===== src/rtl/bus_decoder.sv =====
// Memory-bus interconnect: decodes the master address against per-slave base/mask
// windows, runs a valid/ready handshake with the selected slave, and faults on unmapped or timed-out accesses.
module bus_decoder #(
    parameter int                     NUM_SLAVES     = 4,
    parameter logic [32*NUM_SLAVES-1:0] SLAVE_BASE   = {NUM_SLAVES{32'h0}},
    parameter logic [32*NUM_SLAVES-1:0] SLAVE_MASK   = {NUM_SLAVES{32'hffff0000}},
    parameter int                     TIMEOUT_CYCLES = 255,
    parameter int                     TIMEOUT_WIDTH  = 8
) (
    input  logic                       clk,
    input  logic                       reset_n,
    input  logic                       mem_valid_in,
    input  logic [31:0]                mem_address_in,
    input  logic [3:0]                 mem_write_mask_in,
    input  logic [31:0]                mem_write_value_in,
    output logic                       mem_ready_out,
    output logic                       mem_fault_out,
    output logic [31:0]                mem_read_value_out,
    output logic [NUM_SLAVES-1:0]      slave_sel_out,
    output logic [31:0]                slave_address_out,
    output logic [3:0]                 slave_write_mask_out,
    output logic [31:0]                slave_write_value_out,
    input  logic [NUM_SLAVES-1:0]      slave_ready_in,
    input  logic [32*NUM_SLAVES-1:0]   slave_read_value_in
);

    localparam int IDX_W = (NUM_SLAVES > 1) ? $clog2(NUM_SLAVES) : 1;
    localparam logic [TIMEOUT_WIDTH-1:0] TIMEOUT_LAST = TIMEOUT_WIDTH'(TIMEOUT_CYCLES - 1);

    typedef enum logic [1:0] {
        IDLE,
        BUSY,
        DONE,
        FAULT
    } state_t;

    state_t                   state;
    logic [TIMEOUT_WIDTH-1:0] timeout_count;
    logic                     hit_found;
    logic [IDX_W-1:0]         hit_idx;
    logic                     sel_ready;
    logic [31:0]              sel_read_value;

    // Scanning downwards lets the lowest-indexed matching window win on overlap.
    always_comb begin
        hit_found = 1'b0;
        hit_idx   = '0;
        for (int i = NUM_SLAVES - 1; i >= 0; i--) begin
            if ((mem_address_in & SLAVE_MASK[32*i +: 32]) ==
                (SLAVE_BASE[32*i +: 32] & SLAVE_MASK[32*i +: 32])) begin
                hit_found = 1'b1;
                hit_idx   = IDX_W'(i);
            end
        end
    end

    // The one-hot select register doubles as the stored slave index.
    always_comb begin
        sel_ready      = 1'b0;
        sel_read_value = '0;
        for (int i = 0; i < NUM_SLAVES; i++) begin
            if (slave_sel_out[i]) begin
                sel_ready      = slave_ready_in[i];
                sel_read_value = slave_read_value_in[32*i +: 32];
            end
        end
    end

    always_ff @(posedge clk or negedge reset_n) begin
        if (!reset_n) begin
            state                 <= IDLE;
            timeout_count         <= '0;
            mem_ready_out         <= 1'b0;
            mem_fault_out         <= 1'b0;
            mem_read_value_out    <= '0;
            slave_sel_out         <= '0;
            slave_address_out     <= '0;
            slave_write_mask_out  <= '0;
            slave_write_value_out <= '0;
        end else begin
            mem_ready_out      <= 1'b0;
            mem_fault_out      <= 1'b0;
            mem_read_value_out <= '0;
            case (state)
                IDLE: begin
                    if (mem_valid_in) begin
                        slave_address_out     <= mem_address_in;
                        slave_write_value_out <= mem_write_value_in;
                        timeout_count         <= '0;
                        if (hit_found) begin
                            slave_sel_out        <= NUM_SLAVES'(1) << hit_idx;
                            slave_write_mask_out <= mem_write_mask_in;
                            state                <= BUSY;
                        end else begin
                            mem_ready_out <= 1'b1;
                            mem_fault_out <= 1'b1;
                            state         <= FAULT;
                        end
                    end
                end
                // A ready arriving on the last allowed cycle still completes normally.
                BUSY: begin
                    if (sel_ready) begin
                        mem_ready_out        <= 1'b1;
                        mem_read_value_out   <= sel_read_value;
                        slave_sel_out        <= '0;
                        slave_write_mask_out <= '0;
                        state                <= DONE;
                    end else if (timeout_count == TIMEOUT_LAST) begin
                        mem_ready_out        <= 1'b1;
                        mem_fault_out        <= 1'b1;
                        slave_sel_out        <= '0;
                        slave_write_mask_out <= '0;
                        state                <= FAULT;
                    end else begin
                        timeout_count <= timeout_count + 1'b1;
                    end
                end
                DONE:    state <= IDLE;
                FAULT:   state <= IDLE;
                default: state <= IDLE;
            endcase
        end
    end

endmodule


===== config.mk =====
export PLATFORM = sky130hd
export DESIGN_NAME = bus_decoder
export DESIGN_NICKNAME = d
export VERILOG_FILES = /design/src/rtl/bus_decoder.sv
export SDC_FILE = /design/constraint.sdc
export NUM_CORES = 1
export LEC_CHECK = 0
export CAP_MARGIN = 20
export CORE_MARGIN = 2
export CORE_UTILIZATION = 30
export CTS_CLUSTER_SIZE = 24
export DETAILED_ROUTE_END_ITERATION = 10
export PLACE_DENSITY_LB_ADDON = 0.3
export SLEW_MARGIN = 20
export SYNTH_ARGS = -nofsm -noshare
export SYNTH_HDL_FRONTEND = slang
export SYNTH_SLANG_ARGS = --single-unit

===== constraint.sdc =====
create_clock -name clk -period 1.9 [get_ports clk]
set_input_delay 0.38 -clock clk [delete_from_list [all_inputs] [get_ports clk]]
set_output_delay 0.38 -clock clk [all_outputs]
set_load 0.005 [all_outputs]

==> results of run 1 <==
## worst max-delay path, stage by stage (launching register included)
cell	delay (ns)
dfrtp_1	0.41
and3_1	0.19
or3_4	0.41
or3_1	0.39
a32o_1	0.26
## final timing paths
check,end,cells past startpoint,start,slack (ns)
setup / recovery,timeout_count[4],4,slave_sel_out[0],0.13
hold / removal,mem_read_value_out[14],2,reset_n,0.05
setup reg to reg,timeout_count[4],4,slave_sel_out[0],0.13
hold reg to reg,slave_address_out[16],2,slave_address_out[16],0.47
max in group asynchronous,slave_address_out[19],2,reset_n,1.40
min in group clk,slave_address_out[16],2,slave_address_out[16],0.47
## metal layers
metal	vias up	part of all wire [%]
met4	0	2.1
li1	1846	-
met2	147	48
met5	-	0
met3	18	12
met1	1800	38
## metrics by stage
| stage | area, µm² | utilization [%] |
|---|---|---|
| floorplan | 4370 | - |
| global placement | 6770 | 47.1 |
| detailed placement | 6770 | 47.1 |
| CTS | 7340 | 51.1 |
| global route | 7340 | 51.1 |
| finish | 7340 | 51.1 |
## cells in the mapped netlist (all sizes together), types with 2 or more instances
cell type | n | share of area, %
nand3 | 5 | 0.57
o31ai | 2 | 0.34
clkbuf | 15 | 1.3
or3 | 3 | 0.54
a21oi | 4 | 0.46
dfrtp | 113 | 65
nand2b | 3 | 0.43
nor2 | 5 | 0.43
o21ai | 4 | 0.46
and2 | 33 | 4.7
a31o | 3 | 0.60
nand2 | 204 | 18
nor3 | 2 | 0.23
buf | 8 | 1.2
ha | 2 | 0.57
a32o | 4 | 0.92
inv | 5 | 0.43
mux2i | 3 | 0.69
nor4 | 6 | 0.86
o211ai | 2 | 0.34
nand4 | 2 | 0.29
or4 | 2 | 0.34
## layout make-up
type / count / area share [%]
flip-flops and latches: 113 / 38.5
multi-input cells: 302 / 19.4
repair buffers: 224 / 30.9
inverters: 5 / 0.256
clock inverters: 10 / 1.52
clock buffers: 21 / 6.27
well taps: 184 / 3.14
## where the power goes
group | leakage, nW | total, mW | internal [mW] | switching, mW
sequential | 1.45 | 3.60 | 3.15 | 0.450
clock | 0.275 | 3.05 | 1.98 | 1.07
combinational | 1.73 | 2.69 | 1.70 | 0.991
total | 3.46 | 9.35 | 6.84 | 2.51
## sequential cells by signal (all words and copies together), names as in the netlist
signal,count
slave_sel_out,1
timeout_count,8
mem_ready_out,1
mem_read_value_out,32
slave_write_value_out,32
mem_fault_out,1
state,2
slave_write_mask_out,4
slave_address_out,32
## cell families (layout without fill, tap and decap cells)
family / count (synthesis) / count (layout) / synth area share (%)
buffers and inverters: 28 / 260 / 2.90
other: 1 / 3 / 0.0860
multiplexers: 3 / 3 / 0.688
flip-flops: 113 / 113 / 64.8
AND/OR/NAND/NOR: 270 / 270 / 26.8
adder cells (fa/ha/maj): 2 / 2 / 0.573
AO/OA/AOI/OAI: 24 / 24 / 4.10
==> flow_summary.yaml, run 1 <==
drt:
  postRouteAntennaNets: 0
  via_per_inst: 4.44
  wirelength_um: 11800
  wl_per_cell_um: 13.8
  drt_iter0_drc: 146
  vias: 3811
  dr.pass1.iters: 5
  drc: 0
clocking:
  clk_pin_slew_ns: 0.05
  clk_latency_ns: 0.41
  htreeDepth: 4
  cts_tree: "done"
  cts_inserted_buffers: 17
  root_buffer: "clkbuf_16"
  cts_hold_buf: 0
  post-cts-setup-buffers: 0
  cts_resized: 0
  clockBufferDepth: 2
  clkSinkCount: 113
global_route:
  grt_max_degree: 114
  use_met2_pct: 25.8
  use_met1_pct: 17.7
  grt_pass1_vias: 3978
  antenna_found_initial: 0
  gr-total-overflow: 0
  grt_pass1_wl_um: 19800
  grt_use_met3_pct: 8.51
  busiest_layer: "met2"
  grt_usage_pct: 16.0
synthesis:
  postSynthAreaPerCell_um2: 9.89
  yosysWarnings: 0
  synth_edf_count: 0
  synthCells: 441
  yosysUniqueCellTypes: 37
  yosysSeqAreaShare_pct: 64.8
  ys.flop_type: "dfrtp_1"
  synth_area_um2: 4360
  ys_seq_elements: 113
  async_flop_share_pct: 100
floorplan:
  dieHeight_um: 125
  pin_count: 309
  die_area_um2: 15500
  die_w_um: 125
  rows: 44
  core_um2: 14400
  initial_utilization_pct: 30.4
sta:
  tns_ns: 0
  setup_viol: 0
  fmax_ghz: 0.565
  period_share_pct: 93.2
  max_slew_margin_pct: 60.9
  hold_viol: 0
  slew_viol_final: 0
  worstMarginPinSlew_ns: 0.587
  skew_ns: 0.0112
  min_period_ns: 1.77
  whs_ns: 0.0526
  rsz0062_at_grt: "no"
  fin_ws_ns: 0.130
finish:
  layout-drive-gt1-share_pct: 8.44
  multi_input_area_um2: 1430
  layout.nets: 868
  seqCellArea_um2: 2830
  finalNonFillerCells: 859
  layout_commonest_cell: "clkdlybuf4s50_1"
  final_cell_mix: "205 x clkdlybuf4s50_1, 203 x nand2_1, 113 x dfrtp_1, 32 x and2_1, 17 x clkbuf_16"
  antenna_cells: 0
  syn_to_final_growth_pct: 68.3
  fillers: 1273
flow_run:
  maxCapViolCount: 0
worst_setup_path:
  path_class: "reg -> reg"
  critical_path.endpoint_type: "flip-flop"
  arrival_ns: 2.06
  cp_max_fo: 8
  cp-start-kind: "flip-flop"
  worstPathRequired_ns: 2.19
placement:
  dp_hpwl_um: 8520
  gp_congestion: 0.775
  port_buffers: 206
  dpl_worst_slack_ns: -0.236
  placedCellCount: 828
pwr:
  vdd_drop_max_mv: 0.592
  p_per_area_nw_per_um2: 1270
  power.total_mw: 9.35
  total_leakage_power_nw: 3.46
run_status:
  run_status: "completed"
min_path:
  hp-class: "in -> async"
No activity file was read; power rests on OpenSTA's default activity.
==> run 2, diff against run 1 <==
- SETUP_SLACK_MARGIN: unset -> 0.05
==> results of run 2 <==
The final DEF is identical to that of run 1; final timing and power are the same.
==> run 3, diff against run 2 <==
- clock period: 1.9 -> 2 ns (I/O delays scaled with it)
==> run 3 against run 2 <==
Compared with the run above: sequential share of layout area increased by 0.14 points; hold slack improved by 0.029 ns; first-iteration DRC count increased by 20%; wire length increased by 0.71%; register-to-register slack improved by 0.08 ns; final area decreased by 0.37%; largest power group unchanged.
==> flow_summary.yaml, run 3 (synthesis results as in run 1) <==
sta:
  fmax_ghz: 0.539
  skew_ns: 0.0114
  slew_viol_final: 0
  hold_viol: 0
  worstMarginPinSlew_ns: 0.582
  min_period_ns: 1.86
  max_slew_margin_pct: 61.2
  tns_ns: 0
  period_share_pct: 92.8
  whs_ns: 0.0813
  setup_viol: 0
  rsz0062_at_grt: "no"
  fin_ws_ns: 0.145
pwr:
  vdd_drop_max_mv: 0.549
  p_per_area_nw_per_um2: 1210
  power.total_mw: 8.87
  total_leakage_power_nw: 3.44
clocking:
  cts_hold_buf: 0
  cts_tree: "done"
  clockBufferDepth: 2
  cts_inserted_buffers: 17
  clk_latency_ns: 0.41
  htreeDepth: 4
  root_buffer: "clkbuf_16"
  post-cts-setup-buffers: 0
  clk_pin_slew_ns: 0.05
  cts_resized: 0
  clkSinkCount: 113
worst_setup_path:
  worstPathRequired_ns: 2.29
  arrival_ns: 2.15
  cp-start-kind: "input pin"
  r2r_setup_slack_ns: 0.21
  cp_max_fo: 4
  critical_path.endpoint_type: "flip-flop"
  path_class: "in -> reg"
finish:
  layout.nets: 864
  layout-drive-gt1-share_pct: 7.89
  syn_to_final_growth_pct: 67.7
  final_util_pct: 50.9
  top_regs: "mem_read_value_out: 32 flops, slave_address_out: 32 flops, slave_write_value_out: 32 flops"
  final_cell_mix: "205 x clkdlybuf4s50_1, 203 x nand2_1, 113 x dfrtp_1, 32 x and2_1, 17 x clkbuf_16"
  fillers: 1313
  layout_commonest_cell: "clkdlybuf4s50_1"
  antenna_cells: 0
floorplan:
  initial_utilization_pct: 30.4
  core_um2: 14400
  die_w_um: 125
  die_area_um2: 15500
  dieHeight_um: 125
  pin_count: 309
  rows: 44
global_route:
  grt_usage_pct: 15.7
  grt_pass1_vias: 3925
  grt_pass1_wl_um: 19500
  grt_max_degree: 114
  antenna_found_initial: 0
  gr-total-overflow: 0
placement:
  dp_hpwl_um: 8490
  gp_congestion: 0.740
  dpl_worst_slack_ns: -0.228
  port_buffers: 206
drt:
  via_per_inst: 4.42
  dr.pass1.iters: 4
  postRouteAntennaNets: 0
  wirelength_um: 11900
  vias: 3784
  drc: 0
  wl_per_cell_um: 13.9
  drt_iter0_drc: 175
flow_run:
  maxCapViolCount: 0
run_status:
  run_status: "completed"
min_path:
  hp-class: "in -> async"
-- run 3: through the flow --
| stage | instances | area [µm²] |
|---|---|---|
| global placement | 824 | 6740 |
| detailed placement | 824 | 6740 |
| global route | 856 | 7320 |
| CTS | 856 | 7320 |
| floorplan | 443 | 4370 |
| finish | 856 | 7320 |
-- run 3: final timing paths --
check | from | endpoint | depth (start not counted)
min in group clk | slave_address_out[20] | slave_address_out[20] | 2
max reg2reg | state[0] | timeout_count[4] | 4
min | reset_n | mem_read_value_out[1] | 2
max | mem_address_in[21] | slave_write_mask_out[1] | 6
min reg2reg | slave_address_out[20] | slave_address_out[20] | 2
max in group asynchronous | reset_n | slave_address_out[13] | 2
-- run 3: critical path, cell delays in order --
cell and delay (ns):
clkdlybuf4s50_1 0.44, nor4_1 0.37, buf_4 0.18, and4_1 0.35
nand2_1 0.15, a31o_2 0.26
-- run 3: where the power goes --
group / internal (mW) / total [mW] / switching, mW
clock network: 1.89 / 2.90 / 1.01
registers: 2.99 / 3.43 / 0.433
logic: 1.61 / 2.55 / 0.938
total: 6.49 / 8.87 / 2.38
-- run 3: layout make-up --
class | count | area [µm²] | area share [%]
clock buffer | 22 | 464 | 6.35
timing repair buffer | 220 | 2240 | 30.6
multi-input combinational | 302 | 1430 | 19.5
sequential | 113 | 2830 | 38.7
clock inverter | 10 | 110 | 1.51
tap | 184 | 230 | 3.15
inverter | 5 | 18.8 | 0.257
-- run 3: layer usage --
metal | global-route usage (%) | part of all wire [%] | up-vias | routed length [µm]
met5 | 0 | 0 | - | 0
met4 | 6.41 | 1.7 | 0 | 206
met3 | 8.51 | 11 | 15 | 1340
li1 | - | - | 1835 | -
met2 | 25.3 | 47 | 158 | 5610
met1 | 17.4 | 40 | 1776 | 4760
